File: config.mk
export PLATFORM = sky130hd
export DESIGN_NAME = mem_access_ctrl
export DESIGN_NICKNAME = d
export VERILOG_FILES = /design/src/rtl/mem_access_ctrl_pkg.sv /design/src/rtl/mem_access_ctrl_load_align.sv /design/src/rtl/mem_access_ctrl.sv
export SDC_FILE = /design/constraint.sdc
export NUM_CORES = 1
export LEC_CHECK = 0
export ABC_CLOCK_PERIOD_IN_PS = 2300
export CORE_ASPECT_RATIO = 1.25
export CORE_MARGIN = 2
export CORE_UTILIZATION = 40
export CTS_CLUSTER_DIAMETER = 30
export DETAILED_ROUTE_END_ITERATION = 7
export PLACE_DENSITY = 0.84
export SYNTH_ARGS = -nofsm -noshare
export SYNTH_HDL_FRONTEND = slang
export SYNTH_SLANG_ARGS = --single-unit
File: constraint.sdc
create_clock -name clk -period 2.3 [get_ports clk]
set_input_delay 0.345 -clock clk [delete_from_list [all_inputs] [get_ports clk]]
set_output_delay 0.345 -clock clk [all_outputs]
set_load 0.02 [all_outputs]
File: src/rtl/mem_access_ctrl_pkg.sv
// mem_access_ctrl_pkg: shared definitions for the memory access sequencer.
// Holds the RV32 load/store funct3 codes, the FSM state encoding and the
// size/offset/crossing helpers used by the top and the load aligner.
package mem_access_ctrl_pkg;

  // RV32 funct3 codes; stores reuse the B/H/W encodings.
  localparam logic [2:0] F3_B  = 3'b000;
  localparam logic [2:0] F3_H  = 3'b001;
  localparam logic [2:0] F3_W  = 3'b010;
  localparam logic [2:0] F3_BU = 3'b100;
  localparam logic [2:0] F3_HU = 3'b101;

  typedef enum logic [1:0] {
    ST_IDLE = 2'd0,
    ST_ACC0 = 2'd1,
    ST_ACC1 = 2'd2,
    ST_RESP = 2'd3
  } state_e;

  // Access size in bytes; only meaningful for legal funct3.
  function automatic logic [2:0] access_size(input logic [2:0] f3);
    case (f3[1:0])
      2'b00:   return 3'd1;
      2'b01:   return 3'd2;
      default: return 3'd4;
    endcase
  endfunction

  function automatic logic f3_legal(input logic we, input logic [2:0] f3);
    case (f3)
      F3_B, F3_H, F3_W: return 1'b1;
      F3_BU, F3_HU:     return ~we;
      default:          return 1'b0;
    endcase
  endfunction

  // offset + size > 4 means the access spills into the next word.
  function automatic logic crosses(input logic [1:0] off, input logic [2:0] size);
    return (({1'b0, off} + size) > 3'd4);
  endfunction

  // Store data with bytes beyond the access size cleared.
  function automatic logic [31:0] size_data(input logic [31:0] wdata, input logic [2:0] size);
    case (size)
      3'd1:    return {24'h0, wdata[7:0]};
      3'd2:    return {16'h0, wdata[15:0]};
      default: return wdata;
    endcase
  endfunction

  function automatic logic [3:0] size_mask(input logic [2:0] size);
    case (size)
      3'd1:    return 4'b0001;
      3'd2:    return 4'b0011;
      default: return 4'b1111;
    endcase
  endfunction

endpackage

File: src/rtl/mem_access_ctrl_load_align.sv
// mem_access_ctrl_load_align: combinational load data extraction.
// Shifts the {B,A} word pair right by the byte offset, keeps the access
// size and sign/zero extends per funct3. The top byte of B can never reach
// the result (offset 3 word load ends at byte 6), so only 56 bits come in.
module mem_access_ctrl_load_align
  import mem_access_ctrl_pkg::*;
(
  input  logic [55:0] words_i,
  input  logic [1:0]  offset_i,
  input  logic [2:0]  funct3_i,
  output logic [31:0] result_o
);

  logic [31:0] low;

  // Byte-granular right shift then extension.
  always_comb begin
    case (offset_i)
      2'd0:    low = words_i[31:0];
      2'd1:    low = words_i[39:8];
      2'd2:    low = words_i[47:16];
      default: low = words_i[55:24];
    endcase
    case (funct3_i)
      F3_B:    result_o = {{24{low[7]}}, low[7:0]};
      F3_H:    result_o = {{16{low[15]}}, low[15:0]};
      F3_W:    result_o = low;
      F3_BU:   result_o = {24'h0, low[7:0]};
      F3_HU:   result_o = {16'h0, low[15:0]};
      default: result_o = 32'h0;
    endcase
  end

endmodule

File: src/rtl/mem_access_ctrl.sv
// mem_access_ctrl: single-outstanding load/store sequencer for a word-wide
// request/ack data memory. Registered outputs, one FSM.
// Build option MEM_ACCESS_MISALIGNED_EN: when defined, word-crossing accesses
// are split into two back-to-back word accesses (ACC1); when undefined they
// fault without touching memory and ACC1 logic is not built.
module mem_access_ctrl
  import mem_access_ctrl_pkg::*;
#(
  parameter int ADDR_W = 32
)
(
  input  logic              clk,
  input  logic              rst,
  input  logic              req_valid,
  output logic              req_ready,
  input  logic              req_we,
  input  logic [2:0]        req_funct3,
  input  logic [ADDR_W-1:0] req_addr,
  input  logic [31:0]       req_wdata,
  output logic              resp_valid,
  output logic [31:0]       resp_rdata,
  output logic              resp_fault,
  output logic              mem_req,
  output logic [ADDR_W-3:0] mem_addr,
  output logic [3:0]        mem_be,
  output logic [31:0]       mem_wdata,
  input  logic [31:0]       mem_rdata,
  input  logic              mem_ack
);

  localparam int WA_W = ADDR_W - 2;

  state_e            state_q;
  logic              we_q;
  logic [2:0]        f3_q;
  logic [1:0]        off_q;
  logic              mem_req_q;
  logic [WA_W-1:0]   mem_addr_q;
  logic [3:0]        mem_be_q;
  logic [31:0]       mem_wdata_q;
  logic              resp_valid_q;
  logic              resp_fault_q;
  logic [31:0]       resp_rdata_q;

  logic [2:0]        req_size;
  logic [1:0]        req_off;
  logic              req_cross;
  logic              req_ok;
  logic [31:0]       st_data;
  logic [3:0]        st_mask;
  logic [31:0]       acc0_wdata;
  logic [3:0]        acc0_be;
  logic [55:0]       ld_words;
  logic [31:0]       ld_result;

`ifdef MEM_ACCESS_MISALIGNED_EN
  logic              cross_q;
  logic [31:0]       word_a_q;
  logic [31:0]       acc1_wdata_q;
  logic [3:0]        acc1_be_q;
  logic [63:0]       st_lanes;
  logic [7:0]        st_lane_mask;
`endif

  // Request decode, store lane placement and load word selection.
  always_comb begin
    req_size = access_size(req_funct3);
    req_off  = req_addr[1:0];
    req_cross = crosses(req_off, req_size);
    st_data  = size_data(req_wdata, req_size);
    st_mask  = size_mask(req_size);
`ifdef MEM_ACCESS_MISALIGNED_EN
    st_lanes     = {32'h0, st_data} << {req_off, 3'b000};
    st_lane_mask = {4'h0, st_mask} << req_off;
    acc0_wdata   = st_lanes[31:0];
    acc0_be      = st_lane_mask[3:0];
    req_ok       = f3_legal(req_we, req_funct3);
    // In ACC1 the live read word is B and A was latched on the first ack.
    ld_words     = (state_q == ST_ACC1) ? {mem_rdata[23:0], word_a_q}
                                        : {24'h0, mem_rdata};
`else
    acc0_wdata   = st_data << {req_off, 3'b000};
    acc0_be      = st_mask << req_off;
    req_ok       = f3_legal(req_we, req_funct3) & ~req_cross;
    ld_words     = {24'h0, mem_rdata};
`endif
  end

  mem_access_ctrl_load_align u_load_align (
    .words_i  (ld_words),
    .offset_i (off_q),
    .funct3_i (f3_q),
    .result_o (ld_result)
  );

  // Sequencer FSM; the response is built straight from the final ack's read
  // word so resp_valid lands the cycle after that ack.
  always_ff @(posedge clk) begin
    if (!rst) begin
      state_q      <= ST_IDLE;
      we_q         <= 1'b0;
      f3_q         <= 3'b000;
      off_q        <= 2'b00;
      mem_req_q    <= 1'b0;
      mem_addr_q   <= '0;
      mem_be_q     <= 4'h0;
      mem_wdata_q  <= 32'h0;
      resp_valid_q <= 1'b0;
      resp_fault_q <= 1'b0;
      resp_rdata_q <= 32'h0;
`ifdef MEM_ACCESS_MISALIGNED_EN
      cross_q      <= 1'b0;
      word_a_q     <= 32'h0;
      acc1_wdata_q <= 32'h0;
      acc1_be_q    <= 4'h0;
`endif
    end else begin
      resp_valid_q <= 1'b0;
      case (state_q)
        ST_IDLE: begin
          if (req_valid) begin
            we_q  <= req_we;
            f3_q  <= req_funct3;
            off_q <= req_off;
            if (req_ok) begin
              state_q     <= ST_ACC0;
              mem_req_q   <= 1'b1;
              mem_addr_q  <= req_addr[ADDR_W-1:2];
              mem_be_q    <= req_we ? acc0_be : 4'h0;
              mem_wdata_q <= req_we ? acc0_wdata : 32'h0;
`ifdef MEM_ACCESS_MISALIGNED_EN
              cross_q      <= req_cross;
              acc1_be_q    <= req_we ? st_lane_mask[7:4] : 4'h0;
              acc1_wdata_q <= req_we ? st_lanes[63:32] : 32'h0;
`endif
            end else begin
              state_q      <= ST_RESP;
              resp_valid_q <= 1'b1;
              resp_fault_q <= 1'b1;
              resp_rdata_q <= 32'h0;
            end
          end
        end
        ST_ACC0: begin
          if (mem_ack) begin
`ifdef MEM_ACCESS_MISALIGNED_EN
            if (cross_q) begin
              state_q     <= ST_ACC1;
              word_a_q    <= mem_rdata;
              mem_addr_q  <= mem_addr_q + 1'b1;
              mem_be_q    <= acc1_be_q;
              mem_wdata_q <= acc1_wdata_q;
            end else
`endif
            begin
              state_q      <= ST_RESP;
              mem_req_q    <= 1'b0;
              mem_be_q     <= 4'h0;
              mem_wdata_q  <= 32'h0;
              resp_valid_q <= 1'b1;
              resp_fault_q <= 1'b0;
              resp_rdata_q <= we_q ? 32'h0 : ld_result;
            end
          end
        end
`ifdef MEM_ACCESS_MISALIGNED_EN
        ST_ACC1: begin
          if (mem_ack) begin
            state_q      <= ST_RESP;
            mem_req_q    <= 1'b0;
            mem_be_q     <= 4'h0;
            mem_wdata_q  <= 32'h0;
            resp_valid_q <= 1'b1;
            resp_fault_q <= 1'b0;
            resp_rdata_q <= we_q ? 32'h0 : ld_result;
          end
        end
`endif
        ST_RESP: begin
          state_q      <= ST_IDLE;
          resp_fault_q <= 1'b0;
          resp_rdata_q <= 32'h0;
        end
        default: begin
          state_q   <= ST_IDLE;
          mem_req_q <= 1'b0;
          mem_be_q  <= 4'h0;
        end
      endcase
    end
  end

  assign req_ready  = (state_q == ST_IDLE) & rst;
  assign resp_valid = resp_valid_q;
  assign resp_rdata = resp_rdata_q;
  assign resp_fault = resp_fault_q;
  assign mem_req    = mem_req_q;
  assign mem_addr   = mem_addr_q;
  assign mem_be     = mem_be_q;
  assign mem_wdata  = mem_wdata_q;

endmodule

## Word level (Yosys, flattened, before mapping)

Index checks and enable logic that the tools add are counted.
W data, S select, Z words.

- Output and inout port bits: 102
- Input bits: 104
- Bits in registers: 109
- Word-level logic and storage cells: 90

- Reduce and logical (&&, ||, !) cells: 15
- $add $sub $neg: 1
- Equality and inequality tests: 19
- Muxes and demuxes: 36
- Magnitude comparators: 1
- Shift-type cells: 2
- Bitwise gates (word level): 5

Operators by type and width:

| kind | count |
|---|---|
| $mux W32 | 8 |
| $pmux W32 S3 | 2 |
| $pmux W32 S5 | 1 |
| $pmux W32 S2 | 2 |
| $shl A32 B5 Y32 | 1 |
| $mux W4 | 4 |
| $eq A3 B3 Y1 const B | 4 |
| $pmux W4 S3 | 1 |
| $reduce_and A4 Y1 | 3 |
| $eq A3 B1 Y1 const B | 3 |
| $eq A3 B2 Y1 const B | 3 |
| $mux W1 | 8 |
| $ne A2 B2 Y1 const B | 4 |
| $pmux W4 S2 | 1 |
| $eq A2 B1 Y1 const B | 3 |
| $logic_not A2 Y1 | 3 |
| $logic_not A3 Y1 | 2 |
| $mux W2 | 3 |
| $pmux W1 S3 | 2 |
| $pmux W3 S2 | 1 |
| $eq A2 B2 Y1 const B | 2 |
| $pmux W1 S2 | 2 |
| $pmux W2 S2 | 1 |
| $reduce_and A2 Y1 | 2 |
| 10 further kinds | 13 |

## Longest topological paths before layout

Gate-level depths: netlist (run 1).

- Depth in word-level cells: 9
- Mapped depth: 10

## Hierarchy

A second synthesis (run 1) with hierarchy kept.

- Cells, all modules: 614
- Area, all modules: 5715.5 µm²

By module, submodules not included:

| module | sequential area each (µm²) | area an instance (µm²) | times used | cells an instance |
|---|---|---|---|---|
| mem_access_ctrl | 2182.1 | 4610.7 | 1 | 490 |
| mem_access_ctrl_load_align | 0.0 | 1104.8 | 1 | 124 |

## Worst setup path after synthesis (run 1)

Ideal clock, no wire load.

- Path kind: input -> register
- From: input req_funct3[0]
- To: register resp_rdata_q[13] (netlist: resp_rdata[13])
- Cell stages on the path: 10
- Data arrival time: 2103 ps
- Data required time: 2232 ps
- Path buffers: 2
- Path slack: 129 ps
- Path through: nor2_1 ha_1 fa_1 nor2_1 o22ai_1 nand2_1 and3_1 buf_2 buf_2 o2bb2ai_2

- Cells in the longest elaborated chain, start to end: 8

RTL lines:

| item | line | text |
|---|---|---|
| from (decl) | mem_access_ctrl.sv:17 | `input logic [2:0] req_funct3,` |
| $eq A2 B1 Y1 or $logic_not A2 Y1 (tied branches) | mem_access_ctrl_pkg.sv:22 | `case (f3[1:0])` |
| $pmux W3 S2 | mem_access_ctrl_pkg.sv:22 |  |
| $add A2 B3 Y3 | mem_access_ctrl_pkg.sv:39 | `return (({1'b0, off} + size) > 3'd4);` |
| $gt A3 B3 Y1 | mem_access_ctrl_pkg.sv:39 |  |
| $not A1 Y1 | mem_access_ctrl.sv:84 | `req_ok = f3_legal(req_we, req_funct3) & ~req_cross;` |
| $and A1 B1 Y1 (*) | mem_access_ctrl.sv:84 |  |
| $ne A2 B2 Y1 (no line) (*) | -- |  |
| $reduce_and A4 Y1 (no line) (*) | -- |  |
| to (signal assigned) | mem_access_ctrl.sv:162 | `resp_rdata_q <= we_q ? 32'h0 : ld_result;` |
| to (decl) | mem_access_ctrl.sv:43 | `logic [31:0] resp_rdata_q;` |

Every way passes the cells marked *; elsewhere a longest branch is shown, timed or not.
A chain may end at the register's enable or synchronous reset.

## Worst setup path after layout (run 1)

- From: input req_funct3[0]
- To: register mem_wdata_q[22] (netlist: mem_wdata[22])

- Cells in the longest elaborated chain, start to end: 9

RTL lines:

| item | line | text |
|---|---|---|
| $eq A2 B1 Y1 or $logic_not A2 Y1 (tied branches) | mem_access_ctrl_pkg.sv:22 |  |
| $pmux W3 S2 | mem_access_ctrl_pkg.sv:22 |  |
| $eq A3 B2 Y1 or $eq A3 B1 Y1 (tied branches) | mem_access_ctrl_pkg.sv:44 | `case (size)` |
| $pmux W32 S2 | mem_access_ctrl_pkg.sv:44 |  |
| $shl A32 B5 Y32 | mem_access_ctrl.sv:82 | `acc0_wdata = st_data << {req_off, 3'b000};` |
| $mux W32 | mem_access_ctrl.sv:130 | `mem_wdata_q <= req_we ? acc0_wdata : 32'h0;` |
| $mux W32 | mem_access_ctrl.sv:125 | `if (req_ok) begin` |
| $mux W32 | mem_access_ctrl.sv:121 | `if (req_valid) begin` |
| $pmux W32 S2 | mem_access_ctrl.sv:119 | `case (state_q)` |
| to (signal assigned) | mem_access_ctrl.sv:130 |  |
| to (decl) | mem_access_ctrl.sv:40 | `logic [31:0] mem_wdata_q;` |

Parallel ways exist; a longest one is shown, timed or not. The select of a mux whose other input is x is not followed.

==> results of run 1 <==
==> stage by stage <==
stage | TNS [ns] | worst slack, ns | hold slack [ns]
floorplan | 0 | 0.1294 | 0.4608
global placement | -38.51 | -0.4933 | 0.4451
detailed placement | -46.85 | -0.5865 | 0.4518
CTS | 0 | 0.04626 | 0.4019
global route | 0 | 0.01180 | 0.4192
finish | 0 | 0.08305 | 0.4129
==> logic make-up (layout without fill, tap and decap cells) <==
family | Yosys count | in the layout | synth area share, %
and+or+nand+nor | 195 | 195 | 18.14
DFF | 109 | 109 | 40.71
xor gates and xnor gates | 1 | 1 | 0.1634
other | 0 | 1 | 0
AOI/OAI and AO/OA | 194 | 194 | 28.90
adders and majority gates | 3 | 3 | 0.8403
buffers and inverters | 55 | 271 | 5.065
muxes | 24 | 24 | 6.186
==> cell type report <==
class	count	area (um2)	area share [%]
diodes	1	2.502	0.03024
clock buffers	11	242.7	2.933
clock inverters	5	58.81	0.7106
inverters	3	11.26	0.1361
multi-input cells	417	2979	36.00
flip-flops and latches	109	2182	26.37
well taps	171	214.0	2.585
repair buffers	252	2585	31.24
==> layer usage <==
metal	GRT usage, %	vias to the layer above	share of wire, %	routed length [um]
li1	-	2543	-	-
met1	27.84	2483	39	6517
met2	40.32	217	52	8567
met3	3.523	36	5.3	883
met4	9.829	0	3.6	602
met5	0	-	0	0
==> worst min-delay path by stage <==
stage / startpoint / endpoint / slack (ns) / cells past startpoint
floorplan: req_valid / state_q[0]$_SDFFE_PN0P_ / 0.46 / 2
global placement: mem_wdata[6]$_SDFFE_PN0P_ / mem_wdata[6]$_SDFFE_PN0P_ / 0.45 / 2
detailed placement: mem_wdata[0]$_SDFFE_PN0P_ / mem_wdata[0]$_SDFFE_PN0P_ / 0.45 / 2
CTS: rst / state_q[1]$_SDFFE_PN0P_ / 0.40 / 3
global route: rst / state_q[1]$_SDFFE_PN0P_ / 0.42 / 3
finish: rst / state_q[1]$_SDFFE_PN0P_ / 0.41 / 3
==> power by group through the flow <==
stage / sequential, mW / clock (mW) / combinational [mW]
after floorplan: 2.14 / 0 / 0.566
after global placement: 2.08 / 0 / 1.17
after detailed placement: 2.08 / 0 / 1.19
final: 2.03 / 1.60 / 1.29
after CTS: 2.03 / 1.62 / 1.28
after global routing: 2.04 / 1.70 / 1.38
==> synth_stat cells (all sizes together) (2+ instances only) <==
master	number
and3	8
a31oi	2
nand2	94
nand3	32
mux4	7
ha	2
o31ai	8
nor3	2
a221oi	8
nor4	4
clkbuf	20
a211o	7
nor2	23
nor2b	16
dfxtp	109
o211ai	7
a21oi	51
inv	3
a22o	12
buf	32
mux2i	14
nand2b	7
o22ai	3
o21ai	24
mux2	3
o2bb2ai	24
nor3b	5
o41ai	8
a21boi	30
a32o	2
==> registers in the layout, indices dropped and copies added (netlist names) <==
signal and count:
mem_be 4, f3_q 3, mem_addr 30, resp_fault 1
mem_req 1, mem_wdata 32, off_q 2, resp_valid 1
state_q 2, we_q 1, resp_rdata 32
==> timing repair <==
action | CTS | global route
pin swaps | 7 | 3
gates cloned | 3 | 0
buffers inserted | 2 | 1
setup endpoints to repair | 98 | 34
resized for setup | 15 | 8
==> worst max-delay path: stages <==
cell and delay (ns):
clkdlybuf4s15_1 0.20, buf_6 0.14, nand2b_4 0.06, inv_1 0.05
fa_2 0.37, xnor2_2 0.18, buf_4 0.14, o221a_4 0.21
nor2_4 0.04, buf_12 0.14, buf_12 0.12, buf_16 0.15
o41ai_4 0.30
==> run metrics, run 1 <==
worst r2r path cells 7; Final ANT Viol Nets 0; Internal 3.502 mW; clk_lat worst skew 0.35 ns; P&R area growth vs syn 54.39%; CTS Buf Count 9; total number of vias 5279; Post-synth ARST share 0%; final setup vio count 0; Post-synth EDFFs 0; sequential power share 41.3%; CP Capture Type flip-flop; Distinct cells, synth 57; GRT Overall Usage 23.07%; fin util 62.82%; total wire length 16.57 mm; Clk network pwr share 32.5%; GRT overflow 0; CTS tree yes; Mapped Area 5360 um2; top_reg_cell synth dfxtp_1; placed cell area 7761 um2; clock transition at the registers of the reported paths 0.07 ns; share of layout cells above drive strength 1 15.31%; Final Skew 0.01423 ns; Yosys Warn Count 0; post-route non-filler standard cell count 969; crit path to mem_wdata[22]$_SDFFE_PN0P_; Seq/Total Area, Yosys 40.71%; outcome finished, final reports clean; fin. max-slew vios 0; CTS Buffer Depth 2; final hold vios 0; Clock Tree Root clkbuf_16; CP Data Required Time 2.55 ns; DR WL/cell 17.10 um; syn_area_per_cell 9.226 um2; Slew HR 44.47%; RePlAce Congestion 0.8820; register-to-register setup slack 0.31 ns; arrival time at the worst endpoint 2.47 ns; die height 133.4 um; Logic pwr share 26.1%; vias in the first global route 5125; hold_buf cts 0; # fillers 1088; startpoint types input pin; synth top area cells dfxtp_1, nand2_1, o2bb2ai_2; CP startpoint req_funct3[0]; vias per cell 5.448; commonest non-fill, non-tap cell in the layout clkdlybuf4s50_1; Pwr Density 594.7 nW/um2; H-tree depth 3; Worst Path Max Fanout 15; switching power 1.420 mW; initial core utilization 40.69%; Hold WC Path Type input pin to flip-flop; antenna violations before repair 1; Die X 107.5 um; total power 4.922 mW; core area 13170 um2; Tcrit/Tclk final 96.39%; Post-Syn Nets 688; Cell Rows 47; max-cap violations 0; post-DP HPWL 12.00 mm; post-synthesis sequential element count 109; Sw Ratio 28.84%; peak supply drop 0.0004104 V; worst slew pin tran 0.8266 ns; reg2reg start off_q[0]$_SDFFE_PN0P_; Syn Inst Count 581; first-pass GRT wire length 26.35 mm; Synth top area share 40.71%; Residual DRC 0; largest net degree at the start of global routing 50; Reg-to-Reg End resp_rdata[20]$_SDFFE_PN0P_; Leak 3.014 nW; RSZ-0062 raised after global routing false; placed insts 946; DR pass1 iterations 4; critical path class input pin to flip-flop; Port-buffer cells 205; TritonCTS Sinks 109; First DRT Iteration DRCs 195; die area 14350 um2; Top-Level Pins 206; Finished Cell Area 8275 um2; area leader, netlist dfxtp_1; Tmin final 2.217 ns; commonest cells after routing, fill and taps aside clkdlybuf4s50_1, dfxtp_1, nand2_1; final net count 899; FMAX 0.4511 GHz
Power figures use the tool's default switching activity.
==> run 2, diff against run 1 <==
--- a/config.mk
+++ b/config.mk
@@ -11,6 +11,7 @@
 export CORE_UTILIZATION = 40
 export CTS_CLUSTER_DIAMETER = 30
 export DETAILED_ROUTE_END_ITERATION = 7
+export GPL_ROUTABILITY_DRIVEN = 0
 export PLACE_DENSITY = 0.84
 export SYNTH_ARGS = -nofsm -noshare
 export SYNTH_HDL_FRONTEND = slang
==> run metrics, run 2 (synthesis gave the netlist of run 1 again) <==
die area 14350 um2 (unchanged); vias per cell 5.384 (-1.2%); total power 4.928 mW (+0.12%); Final Skew 0.007032 ns (-0.007203 ns); Residual DRC 0 (unchanged); Leak 2.997 nW (-0.54%); Cell Rows 47 (unchanged); GRT overflow 0 (unchanged); largest net degree at the start of global routing 48 (-4.0%); Hold WC Path Type input pin to flip-flop; clock transition at the registers of the reported paths 0.08 ns (about the same); commonest non-fill, non-tap cell in the layout clkdlybuf4s50_1; initial core utilization 40.69% (unchanged); CTS Buf Count 9 (unchanged); H-tree depth 3 (unchanged); CTS Buffer Depth 2 (unchanged); Final ANT Viol Nets 0 (unchanged); TritonCTS Sinks 109 (unchanged); CP Capture Type flip-flop; placed cell area 7801 um2 (+0.52%); Worst Path Max Fanout 13 (-2); total wire length 16.35 mm (-1.3%); share of layout cells above drive strength 1 15.89% (+0.59 points); Tmin final 2.245 ns (+0.02803 ns); Top-Level Pins 206 (unchanged); P&R area growth vs syn 54.37% (about the same); Pwr Density 595.6 nW/um2 (+0.14%); post-DP HPWL 11.75 mm (-2.1%); Slew HR 46.87% (+2.4 points); Finished Cell Area 8274 um2 (about the same); core area 13170 um2 (unchanged); outcome finished, final reports clean; startpoint types input pin; ANT cells 0 (-1); antenna violations before repair 0 (-1); critical path class input pin to flip-flop; fin util 62.81% (about the same); DR pass1 iterations 5 (+1); first-pass GRT wire length 25.37 mm (-3.7%); peak supply drop 0.0003390 V (-17%); clk_lat worst skew 0.35 ns (about the same); die height 133.4 um (unchanged); First DRT Iteration DRCs 221 (+13%); FMAX 0.4454 GHz (-1.2%); final hold vios 0 (unchanged); commonest cells after routing, fill and taps aside clkdlybuf4s50_1, dfxtp_1, nand2_1; CTS tree yes; CP Data Required Time 2.56 ns (about the same); hold_buf cts 0 (unchanged); final setup vio count 0 (unchanged); DR WL/cell 16.85 um (-1.4%); Clock Tree Root clkbuf_16; Tcrit/Tclk final 97.61% (+1.2 points); fin. max-slew vios 0 (unchanged); max-cap violations 0 (unchanged); arrival time at the worst endpoint 2.50 ns (+0.03 ns); worst slew pin tran 0.7909 ns (-0.03568 ns); GRT Overall Usage 22.29% (-0.78 points); Port-buffer cells 205 (unchanged); Die X 107.5 um (unchanged); vias in the first global route 4907 (-4.3%); total number of vias 5222 (-1.1%); final net count 901 (+0.22%)
## run 2: changes by cell type in the layout (fill, tap and decap cells not counted), moves of 2 or more
cell,previous run,this run
o41ai_4,2,0
buf_4,32,34
o41ai_2,6,8
clkbuf_16,9,11
clkinvlp_4,2,0
inv_6,1,5
## run 2: repair_timing
action / CTS / global route
endpoints found under the setup margin: 90 / 64
pin swaps: 3 / 3
gates resized for setup: 13 / 6
gates cloned: 2 / 2
hold endpoints to repair: 0 / 0
buffers inserted: 2 / 0
## run 2: final timing paths
kind	startpoint	to	slack (ns)	cells after the start
max reg2reg	state_q[1]$_SDFFE_PN0P_	mem_wdata[30]$_SDFFE_PN0P_	0.27	6
max	req_addr[1]	mem_wdata[17]$_SDFFE_PN0P_	0.06	10
min	rst	state_q[1]$_SDFFE_PN0P_	0.42	3
min reg2reg	mem_wdata[28]$_SDFFE_PN0P_	mem_wdata[28]$_SDFFE_PN0P_	0.46	2
## run 2: layout make-up
cell class / instances / area [um2]
fillers: 1078 / 4898
multi-input cells: 417 / 2957
repair buffers: 254 / 2606
flip-flops and latches: 109 / 2182
clock buffers: 9 / 225.2
well taps: 171 / 214.0
clock inverters: 7 / 78.83
inverters: 3 / 11.26
## run 2: power breakdown
group | total [mW] | internal, mW | switching [mW] | leakage [nW]
sequential | 2.03 | 1.97 | 0.0663 | 0.884
clock | 1.61 | 0.864 | 0.744 | 0.152
combinational | 1.29 | 0.657 | 0.629 | 1.96
total | 4.93 | 3.49 | 1.44 | 3.00
## run 2: worst max-delay path, stage by stage
cell,delay [ns]
clkdlybuf4s50_1,0.46
fa_2,0.59
nor2_2,0.04
buf_4,0.13
o221a_4,0.29
nor2_4,0.16
buf_6,0.15
clkbuf_16,0.17
nand3_1,0.09
o41ai_2,0.07
## run 2: per-layer routing
metal  vias to the layer above  global-route usage, %  routed length [um]
met5                         -                      0                   0
met4                         0                  11.82                 714
met3                        50                  2.446                 906
met2                       219                  38.12                8292
met1                      2407                  27.26                6436
li1                       2546                      -                   -
## run 2: stage by stage
stage               hold slack [ns]  instances  setup slack (ns)  setup TNS (ns)
finish                       0.4166        970           0.05502               0
global route                 0.4602        970          -0.01361        -0.02273
CTS                          0.3972        968          0.007161               0
detailed placement           0.4513        948           -0.5329          -44.48
global placement             0.4433        948           -0.4591          -37.08
floorplan                    0.4608        581            0.1294               0
==> run 3, diff against run 2 <==
--- a/config.mk
+++ b/config.mk
@@ -6,12 +6,14 @@
 export NUM_CORES = 1
 export LEC_CHECK = 0
 export ABC_CLOCK_PERIOD_IN_PS = 2300
+export CAP_MARGIN = 10
 export CORE_ASPECT_RATIO = 1.25
 export CORE_MARGIN = 2
 export CORE_UTILIZATION = 40
 export CTS_CLUSTER_DIAMETER = 30
 export DETAILED_ROUTE_END_ITERATION = 7
 export GPL_ROUTABILITY_DRIVEN = 0
+export HOLD_SLACK_MARGIN = 0.06
 export PLACE_DENSITY = 0.84
 export SYNTH_ARGS = -nofsm -noshare
 export SYNTH_HDL_FRONTEND = slang
==> results of run 3 <==
Same layout as run 2: the final DEF is identical, and so are final timing and power.
